## config.mk

```make
export PLATFORM = sky130hd
export DESIGN_NAME = logic_unit_arbiter_flat
export DESIGN_NICKNAME = d
export VERILOG_FILES = /design/src/rtl/logic_unit_arbiter_if.sv /design/src/rtl/logic_unit_arbiter.sv /design/src/flat_wrapper.sv
export SDC_FILE = /design/constraint.sdc
export NUM_CORES = 1
export LEC_CHECK = 0
export ABC_AREA = 0
export BUFFER_PORTS_ARGS = -buffer_cell sky130_fd_sc_hd__clkbuf_2
export CAP_MARGIN = 5
export CORE_AREA = 2 2 82 84
export DETAILED_ROUTE_END_ITERATION = 10
export DIE_AREA = 0 0 84 86
export HOLD_SLACK_MARGIN = 0.03
export PLACE_DENSITY_LB_ADDON = 0.1
export REMOVE_ABC_BUFFERS = 1
export SLEW_MARGIN = 20
export SYNTH_ARGS = -nofsm -noshare
export SYNTH_HDL_FRONTEND = slang
export SYNTH_SLANG_ARGS = --single-unit
```

## constraint.sdc

```tcl
create_clock -name clk -period 2.3 [get_ports clk]
set_clock_uncertainty 0.05 [all_clocks]
set_input_delay 0.23 -clock clk [delete_from_list [all_inputs] [get_ports clk]]
set_output_delay 0.23 -clock clk [all_outputs]
set_load 0.05 [all_outputs]
```

## src/rtl/logic_unit_arbiter_if.sv

```systemverilog
// Request/response bundle between requesters and the shared logic-unit arbiter.
// Latency: none (wires only).
// Backpressure: req_ready per requester, rsp_ready on the shared response channel.
interface logic_unit_arbiter_if #(
  parameter int NUM_REQ = 4,
  parameter int WIDTH   = 8,
  parameter int ID_W    = 2
);
  logic [NUM_REQ-1:0]       req_valid;
  logic [NUM_REQ-1:0]       req_ready;
  logic [2*NUM_REQ-1:0]     req_op;
  logic [WIDTH*NUM_REQ-1:0] req_a;
  logic [WIDTH*NUM_REQ-1:0] req_b;
  logic                     rsp_valid;
  logic                     rsp_ready;
  logic [ID_W-1:0]          rsp_id;
  logic [WIDTH-1:0]         rsp_data;

  // Requester / sink side
  modport master (
    output req_valid, req_op, req_a, req_b, rsp_ready,
    input  req_ready, rsp_valid, rsp_id, rsp_data
  );

  // Arbiter side
  modport slave (
    input  req_valid, req_op, req_a, req_b, rsp_ready,
    output req_ready, rsp_valid, rsp_id, rsp_data
  );
endinterface

```

## src/rtl/logic_unit_arbiter.sv

```systemverilog
// Round-robin arbiter sharing one registered NOT/AND/OR/XOR unit among NUM_REQ requesters.
// Latency: accept at T, rsp_valid from T+2; one operation in flight, issue interval >= 3 cycles.
// Backpressure: response held stable until rsp_ready; no request is accepted until it drains.
module logic_unit_arbiter #(
  parameter int NUM_REQ = 4,
  parameter int WIDTH   = 8,
  parameter int ID_W    = 2
) (
  input  logic                 clk,
  input  logic                 rst_n,
  logic_unit_arbiter_if.slave  bus
);

  typedef enum logic [1:0] {
    IDLE = 2'd0,
    EXEC = 2'd1,
    RESP = 2'd2
  } state_t;

  state_t                r_state;
  state_t                w_next_state;
  logic [ID_W-1:0]       r_rr_ptr;
  logic [1:0]            r_op;
  logic [WIDTH-1:0]      r_a;
  logic [WIDTH-1:0]      r_b;
  logic [ID_W-1:0]       r_id;
  logic                  r_rsp_valid;
  logic [ID_W-1:0]       r_rsp_id;
  logic [WIDTH-1:0]      r_rsp_data;

  logic                  w_any;
  logic [ID_W-1:0]       w_gnt;
  logic [ID_W-1:0]       w_idx;
  logic [ID_W-1:0]       w_rr_next;
  logic                  w_accept;
  logic [NUM_REQ-1:0]    w_req_ready;

  // Rotate an index by an offset, wrapping at NUM_REQ (not at 2**ID_W).
  function automatic logic [ID_W-1:0] wrap_add(input logic [ID_W-1:0] base, input int off);
    int s;
    s = int'(base) + off;
    if (s >= NUM_REQ) s = s - NUM_REQ;
    return ID_W'(s);
  endfunction

  function automatic logic [WIDTH-1:0] lu_eval(input logic [1:0] op,
                                               input logic [WIDTH-1:0] a,
                                               input logic [WIDTH-1:0] b);
    logic [WIDTH-1:0] res;
    case (op)
      2'b00:   res = ~a;
      2'b01:   res = a & b;
      2'b10:   res = a | b;
      default: res = a ^ b;
    endcase
    return res;
  endfunction

  // Round-robin search: scan from the highest offset down so the closest valid requester to rr_ptr wins.
  always_comb begin
    w_any = 1'b0;
    w_gnt = '0;
    w_idx = '0;
    for (int k = NUM_REQ - 1; k >= 0; k--) begin
      w_idx = wrap_add(r_rr_ptr, k);
      if (bus.req_valid[w_idx]) begin
        w_any = 1'b1;
        w_gnt = w_idx;
      end
    end
    w_rr_next = (w_gnt == ID_W'(NUM_REQ - 1)) ? '0 : w_gnt + ID_W'(1);
  end

  // FSM state register.
  always_ff @(posedge clk or negedge rst_n) begin
    if (!rst_n) begin
      r_state <= IDLE;
    end else begin
      r_state <= w_next_state;
    end
  end

  // FSM next-state logic.
  always_comb begin
    w_next_state = r_state;
    case (r_state)
      IDLE:    if (w_any) w_next_state = EXEC;
      EXEC:    w_next_state = RESP;
      RESP:    if (bus.rsp_ready) w_next_state = IDLE;
      default: w_next_state = IDLE;
    endcase
  end

  // FSM outputs: a grant is only offered in IDLE and never while reset is held.
  always_comb begin
    w_req_ready = '0;
    w_accept    = 1'b0;
    if (rst_n && (r_state == IDLE) && w_any) begin
      w_accept           = 1'b1;
      w_req_ready[w_gnt] = 1'b1;
    end
  end

  // Capture the granted request, advance the pointer, compute and hold the response.
  always_ff @(posedge clk or negedge rst_n) begin
    if (!rst_n) begin
      r_rr_ptr    <= '0;
      r_op        <= '0;
      r_a         <= '0;
      r_b         <= '0;
      r_id        <= '0;
      r_rsp_valid <= 1'b0;
      r_rsp_id    <= '0;
      r_rsp_data  <= '0;
    end else begin
      if (w_accept) begin
        r_op     <= bus.req_op[2*w_gnt +: 2];
        r_a      <= bus.req_a[WIDTH*w_gnt +: WIDTH];
        r_b      <= bus.req_b[WIDTH*w_gnt +: WIDTH];
        r_id     <= w_gnt;
        r_rr_ptr <= w_rr_next;
      end
      if (r_state == EXEC) begin
        r_rsp_data  <= lu_eval(r_op, r_a, r_b);
        r_rsp_id    <= r_id;
        r_rsp_valid <= 1'b1;
      end else if ((r_state == RESP) && bus.rsp_ready) begin
        r_rsp_valid <= 1'b0;
      end
    end
  end

  assign bus.req_ready = w_req_ready;
  assign bus.rsp_valid = r_rsp_valid;
  assign bus.rsp_id    = r_rsp_id;
  assign bus.rsp_data  = r_rsp_data;

endmodule

```

## src/flat_wrapper.sv

```systemverilog
// flat-port wrapper written by rule: the top's interface ports become plain ports
module logic_unit_arbiter_flat 
#(
  parameter int NUM_REQ = 4,
  parameter int WIDTH   = 8,
  parameter int ID_W    = 2
)
  (clk, rst_n, bus_req_valid, bus_req_op, bus_req_a, bus_req_b, bus_rsp_ready, bus_req_ready, bus_rsp_valid, bus_rsp_id, bus_rsp_data);
  logic_unit_arbiter_if #(.NUM_REQ(NUM_REQ), .WIDTH(WIDTH), .ID_W(ID_W)) bus_i ();
  input  logic clk;
  input  logic rst_n;
  input wire logic [$bits(bus_i.req_valid)-1:0] bus_req_valid;
  input wire logic [$bits(bus_i.req_op)-1:0] bus_req_op;
  input wire logic [$bits(bus_i.req_a)-1:0] bus_req_a;
  input wire logic [$bits(bus_i.req_b)-1:0] bus_req_b;
  input wire logic [$bits(bus_i.rsp_ready)-1:0] bus_rsp_ready;
  output wire logic [$bits(bus_i.req_ready)-1:0] bus_req_ready;
  output wire logic [$bits(bus_i.rsp_valid)-1:0] bus_rsp_valid;
  output wire logic [$bits(bus_i.rsp_id)-1:0] bus_rsp_id;
  output wire logic [$bits(bus_i.rsp_data)-1:0] bus_rsp_data;
  assign bus_i.req_valid = bus_req_valid;
  assign bus_i.req_op = bus_req_op;
  assign bus_i.req_a = bus_req_a;
  assign bus_i.req_b = bus_req_b;
  assign bus_i.rsp_ready = bus_rsp_ready;
  assign bus_req_ready = bus_i.req_ready;
  assign bus_rsp_valid = bus_i.rsp_valid;
  assign bus_rsp_id = bus_i.rsp_id;
  assign bus_rsp_data = bus_i.rsp_data;
  logic_unit_arbiter #(.NUM_REQ(NUM_REQ), .WIDTH(WIDTH), .ID_W(ID_W)) u_core (.clk(clk), .rst_n(rst_n), .bus(bus_i));
endmodule
```

==> results of run 1 <==
-- flip-flops by register name, indices dropped and copies added (netlist names) --
| register | count |
|---|---|
| u_core.r_a | 8 |
| u_core.r_id | 2 |
| u_core.r_op | 2 |
| u_core.bus.rsp_valid | 1 |
| u_core.r_state | 2 |
| u_core.bus.rsp_id | 2 |
| u_core.r_rr_ptr | 2 |
| u_core.bus.rsp_data | 8 |
| u_core.r_b | 8 |
-- per-stage QoR --
| step | cell area [um2] | util, % | cells | power (mW) | hold WS (ps) |
|---|---|---|---|---|---|
| 2_1_floorplan | 2660 | - | 237 | 2.96 | -116 |
| 3_3_place_gp | 3310 | 52.8 | 417 | 3.55 | 284 |
| 3_5_place_dp | 3310 | 52.8 | 417 | 3.61 | 296 |
| 4_1_cts | 3390 | 54.1 | 424 | 4.04 | 160 |
| 5_1_grt | 3450 | 55.0 | 430 | 4.39 | 210 |
| 6_report | 3450 | 55.0 | 430 | 4.04 | 162 |
-- final timing paths --
kind	start	to	slack (ps)	cells past startpoint
min in group asynchronous	rst_n	u_core.bus.rsp_valid$_DFFE_PN0P_	500	3
max reg2reg	u_core.r_rr_ptr[1]$_DFFE_PN0P_	u_core.r_a[2]$_DFFE_PN0P_	400	5
max in group asynchronous	rst_n	u_core.r_b[5]$_DFFE_PN0P_	1360	3
max	u_core.r_rr_ptr[1]$_DFFE_PN0P_	bus_req_ready[2]	90	5
min	bus_rsp_ready	u_core.r_state[1]$_DFFE_PN0P_	160	4
min reg2reg	u_core.r_id[0]$_DFFE_PN0P_	u_core.r_id[0]$_DFFE_PN0P_	430	2
-- critical path: stages, from the launching register on --
cell and delay, ps:
dfrtp_1 450, or3b_4 430, o221ai_4 90, buf_6 220, nor2b_1 160, buf_2 280
-- cell type report --
type / count / area (um2)
clock buffers: 6 / 72.6
fillers: 580 / 2830
inverters: 24 / 90.1
multi-input cells: 179 / 1710
flip-flops and latches: 35 / 876
well taps: 77 / 96.3
repair buffers: 109 / 609
-- layer usage --
| layer | track usage, % | share of wire (%) | vias up |
|---|---|---|---|
| li1 | - | - | 1137 |
| met2 | 30.3 | 45 | 92 |
| met1 | 26.8 | 47 | 1099 |
| met5 | 0 | 0 | - |
| met3 | 4.14 | 7.0 | 5 |
| met4 | 3.08 | 0.69 | 0 |
-- where the power goes --
group	total, mW	switching, mW	internal (mW)
Clock	0.414	0.212	0.202
Combinational	2.37	1.30	1.08
Sequential	1.25	0.325	0.928
Total	4.04	1.84	2.21
-- timing repair --
item / in CTS / in global routing
gates resized for setup: 0 / 6
buffers inserted: 0 / 5
hold buffers: 1 / 0
setup endpoints to repair: 0 / 4
endpoints found under the hold margin: 35 / 0
-- placed cells by master, fill, tap and decap left out, drive strengths merged, types with 3 or more instances in the layout --
| cell type | instances |
|---|---|
| clkbuf | 97 |
| dfrtp | 35 |
| o21ai | 20 |
| ha | 16 |
| inv | 24 |
| buf | 17 |
| mux4 | 6 |
| nand2 | 24 |
| o211ai | 14 |
| o2bb2a | 12 |
| nor2 | 3 |
| nor2b | 3 |
| mux2i | 25 |
| mux2 | 8 |
| and3 | 12 |
| o221ai | 7 |
| a22oi | 12 |
-- kinds of logic after synthesis --
| kind of cell | Yosys count |
|---|---|
| xor+xnor | 1 |
| flops | 35 |
| compound gates | 74 |
| buf+inv | 39 |
| simple gates | 48 |
| mux | 39 |
| fa+ha+maj | 16 |
-- Yosys cell counts, types with 5 or more instances --
cell type / instances / share of area, %
and3_1: 12 / 2.7
dfrtp_1: 35 / 32
inv_1: 24 / 3.3
a22oi_1: 12 / 3.3
nand2_1: 21 / 2.9
o2bb2a_4: 12 / 8.7
buf_2: 5 / 0.91
mux4_2: 6 / 4.9
mux2_2: 8 / 3.3
mux2i_1: 25 / 9.1
o21ai_0: 19 / 3.4
o211ai_2: 9 / 4.1
ha_1: 16 / 7.3
o221ai_1: 6 / 1.9
o211ai_1: 5 / 1.4
==> impl_metrics.tcl, run 1 <==
set metrics [dict create \
    async_reset_ff_share_pct 100 \
    setup_tns_ps 0 \
    arrival_ps 1930 \
    clock_latency_ps 280 \
    dr_total_vias 2333 \
    critPathKind "flip-flop to output port" \
    grt_antenna_before_repair 0 \
    drc_errors 0 \
    cts_max_level 2 \
    num_rows 29 \
    fin_nets 449 \
    firstDrtPassIters 4 \
    grt_pass1_wl_mm 11.0 \
    hpwl_mm 4.99 \
    min_period_over_period_pct 96.0 \
    die_h_um 86 \
    first_global_vias 2205 \
    ant_nets 0 \
    numCtsBuffers 5 \
    place.gp.congestion 0.753 \
    io_pins 94 \
    numPortBuffers 93 \
    place_ws_ps 334 \
    syn_area_per_cell_um2 11.0 \
    grt_setup_unrepaired "no" \
    yosysSeqAreaShare_pct 31.7 \
    drive_gt1_share_pct 45.0 \
    drt-vias-per-instance 5.43 \
    path_clk_slew_ps 70 \
    synthAdderAreaFrac_pct 7.25 \
    die_w_um 84 \
    grtUsageTotal_pct 18.9 \
    synthSimpleGateAreaFrac_pct 9.84 \
    ys.flop_type "dfrtp_1" \
    drt_iter0_markers 132 \
    cp-start-kind "flip-flop" \
    p_leak_nw 1.75 \
    peakVddDrop_mv 0.558 \
    worst_setup_path_end_kind "output port" \
    fmax_mhz 453 \
    tritoncts "built" \
    synth_xor_area_share_pct 0.317 \
    clkSinkCount 35 \
    worst_pin_slew_ps 640 \
    gr-total-overflow 0 \
    status "completed" \
    max-slew-margin-rel_pct 57.3 \
    period_needed_ps 2210 \
    clockBufferDepth 2 \
    syn_area_mm2 0.00276 \
    cts_root_buf "clkbuf_8" \
    synth_cells 252 \
    synth_mux_area_share_pct 17.2 \
    yosysWarnings 0 \
    p_per_area_mw_per_mm2 1170 \
    hold_viol 0 \
    setup_ws_ps 91.9 \
    grt_max_degree 37 \
    synth-compound-area-share_pct 26.7 \
    die_area_mm2 0.00722 \
    synth_edf_count 0 \
    synthToLayoutAreaGrowth_pct 25.1 \
    detail_route.wl_per_cell_um 15.6 \
    path_max_fanout 16 \
    synth-seq-cells 35 \
    min_path_type "primary input to flip-flop" \
    cap_violations 0 \
    core_mm2 0.00628 \
    drt_wl_total_mm 6.70 \
    setup_viol 0 \
    initial_utilization_pct 44.0 \
    required_ps 2020 \
    synth_top_family_by_area "compound AO/OA/AOI/OAI gates" \
    yosysUniqueCellTypes 41 \
    maxSlewViolCount 0 \
    diodes 0 \
]
No activity file was read; power rests on OpenSTA's default activity.
==> run 2: changes to the inputs <==
==> constraint.sdc (replaced) <==
create_clock -name clk -period 2.3 [get_ports clk]
set_clock_uncertainty 0.05 [all_clocks]
set_input_delay 0.115 -clock clk [delete_from_list [all_inputs] [get_ports clk]]
set_output_delay 0.115 -clock clk [all_outputs]
set_load 0.05 [all_outputs]
==> impl_metrics.tcl, run 2 (synthesis results as in run 1) <==
set metrics [dict create \
    worst_path_largest_cell_delay_ps 440 \
    p_leak_nw 1.74 \
    multi_input_area_mm2 0.00170 \
    critPathKind "flip-flop to output port" \
    required_ps 2130 \
    min_path_type "primary input to flip-flop" \
    cp_num_buf_inv 2 \
    cts_max_level 2 \
    gr-total-overflow 0 \
    crit_cells 4 \
    fin_area_mm2 0.00344 \
    worst_pin_slew_ps 630 \
    place_area_mm2 0.00330 \
    max-slew-margin-rel_pct 58.0 \
    p_comb_share_pct 55.9 \
    grt_antenna_before_repair 0 \
    cts_setup_buffers 0 \
    period_needed_ps 2170 \
    tritoncts "built" \
    min_period_over_period_pct 94.3 \
    switching_power_mw 1.84 \
    die_h_um 86 \
    drt-vias-per-instance 5.41 \
    peakVddDrop_mv 0.635 \
    r2r_cells 6 \
    critPathSlowestCell "dfrtp_1" \
    hold_viol 0 \
    core_mm2 0.00628 \
    synthToLayoutAreaGrowth_pct 24.8 \
    drc_errors 0 \
    setup_viol 0 \
    fill_cells 574 \
    crit_start "u_core.r_state[1]$_DFFE_PN0P_" \
    r2r_end "u_core.r_a[6]$_DFFE_PN0P_" \
    hold_ws_ps 86.5 \
    place.gp.congestion 0.763 \
    path_clk_slew_ps 80 \
    cp-start-kind "flip-flop" \
    grt_max_degree 37 \
    arrival_ps 2000 \
    worstPathCellList "nor4b_4 -> buf_4 -> o211a_4 -> clkbuf_2" \
    diodes 0 \
    drive_gt1_share_pct 44.4 \
    firstDrtPassIters 4 \
    clockBufferDepth 2 \
    io_pins 94 \
    first_global_vias 2274 \
    cap_violations 0 \
    numCtsBuffers 5 \
    detail_route.wl_per_cell_um 15.3 \
    rr_startpoint "u_core.r_rr_ptr[0]$_DFFE_PN0P_" \
    power_report.internal_total_mw 2.28 \
    fmax_mhz 461 \
    clock_latency_ps 290 \
    seqCellArea_um2 876 \
    clkSinkCount 35 \
    hpwl_mm 4.88 \
    num_rows 29 \
    numPortBuffers 93 \
    layout_commonest_cell "clkbuf_2" \
    setup_tns_ps 0 \
    initial_utilization_pct 44.0 \
    worst_setup_path_end_kind "output port" \
    p_clk_share_pct 13.7 \
    seq_power_share_pct 30.4 \
    rrSetupSlack_ps 370 \
    p_per_area_mw_per_mm2 1200 \
    layout_common_cells "clkbuf_2, dfrtp_1, mux2i_1, inv_1, nand2_1" \
    grtUsageTotal_pct 19.4 \
    die_w_um 84 \
    dr_total_vias 2304 \
    drt_iter0_markers 136 \
    switching_share_pct 44.6 \
    status "completed" \
    path_delay_family "buffers and inverters" \
    grt_pass1_wl_mm 11.2 \
    cts_root_buf "clkbuf_8" \
    crit_end "bus_req_ready[0]" \
    fin_nets 443 \
    drt_wl_total_mm 6.50 \
    ant_nets 0 \
    die_area_mm2 0.00722 \
    maxSlewViolCount 0 \
    path_max_fanout 15 \
    grt_setup_unrepaired "no" \
]
run 2: power by group through the flow:
stage	clock network, mW	registers (mW)	logic, mW
floorplan	0	1.52	1.44
global placement	0	1.26	2.26
detailed placement	0	1.28	2.33
CTS	0.574	1.26	2.34
global route	0.604	1.31	2.56
finish	0.565	1.25	2.30
run 2: layer usage:
metal / global-route usage [%] / wire, um
met5: 0 / 0
met1: 25.8 / 3010
met4: 4.69 / 63
met3: 4.72 / 421
met2: 31.9 / 3000
run 2: repair_timing:
action	in CTS	in global routing
gates resized for setup	0	2
hold buffers	2	0
setup endpoints to repair	0	2
endpoints found under the hold margin	36	0
run 2: area by class of cell:
cell class,instances,share of cell area [%]
flip-flops and latches,35,25.4
clock buffers,5,2.00
multi-input cells,178,49.4
well taps,77,2.80
clock inverters,3,1.27
inverters,24,2.62
repair buffers,104,16.5
run 2: worst min-delay path by stage:
stage                     cells after the start     startpoint  slack [ps]                                  to
after detailed placement                      2          rst_n         170    u_core.bus.rsp_valid$_DFFE_PN0P_
after CTS                                     3  bus_req_b[30]          80           u_core.r_b[6]$_DFFE_PN0P_
final                                         3  bus_req_b[30]          90           u_core.r_b[6]$_DFFE_PN0P_
after global placement                        2          rst_n         160    u_core.bus.rsp_valid$_DFFE_PN0P_
after global routing                          3  bus_req_b[30]         100           u_core.r_b[6]$_DFFE_PN0P_
after floorplan                               0          rst_n        -230  u_core.bus.rsp_data[0]$_DFFE_PN0P_
run 2: stage by stage:
stage          instances  worst slack (ps)  power (mW)  utilization [%]
2_1_floorplan        237              -387        2.96                -
3_3_place_gp         416               407        3.52             52.6
3_5_place_dp         416               342        3.60             52.6
4_1_cts              426              1.67        4.17             54.8
5_1_grt              426              4.49        4.48             54.9
6_report             426               132        4.12             54.9
run 2: worst reg2reg max path: stages (launching register included):
cell	delay, ps
dfrtp_1	420
nor2b_1	80
o21bai_1	330
nand3_1	370
buf_4	310
o2bb2a_4	200
o211ai_1	80
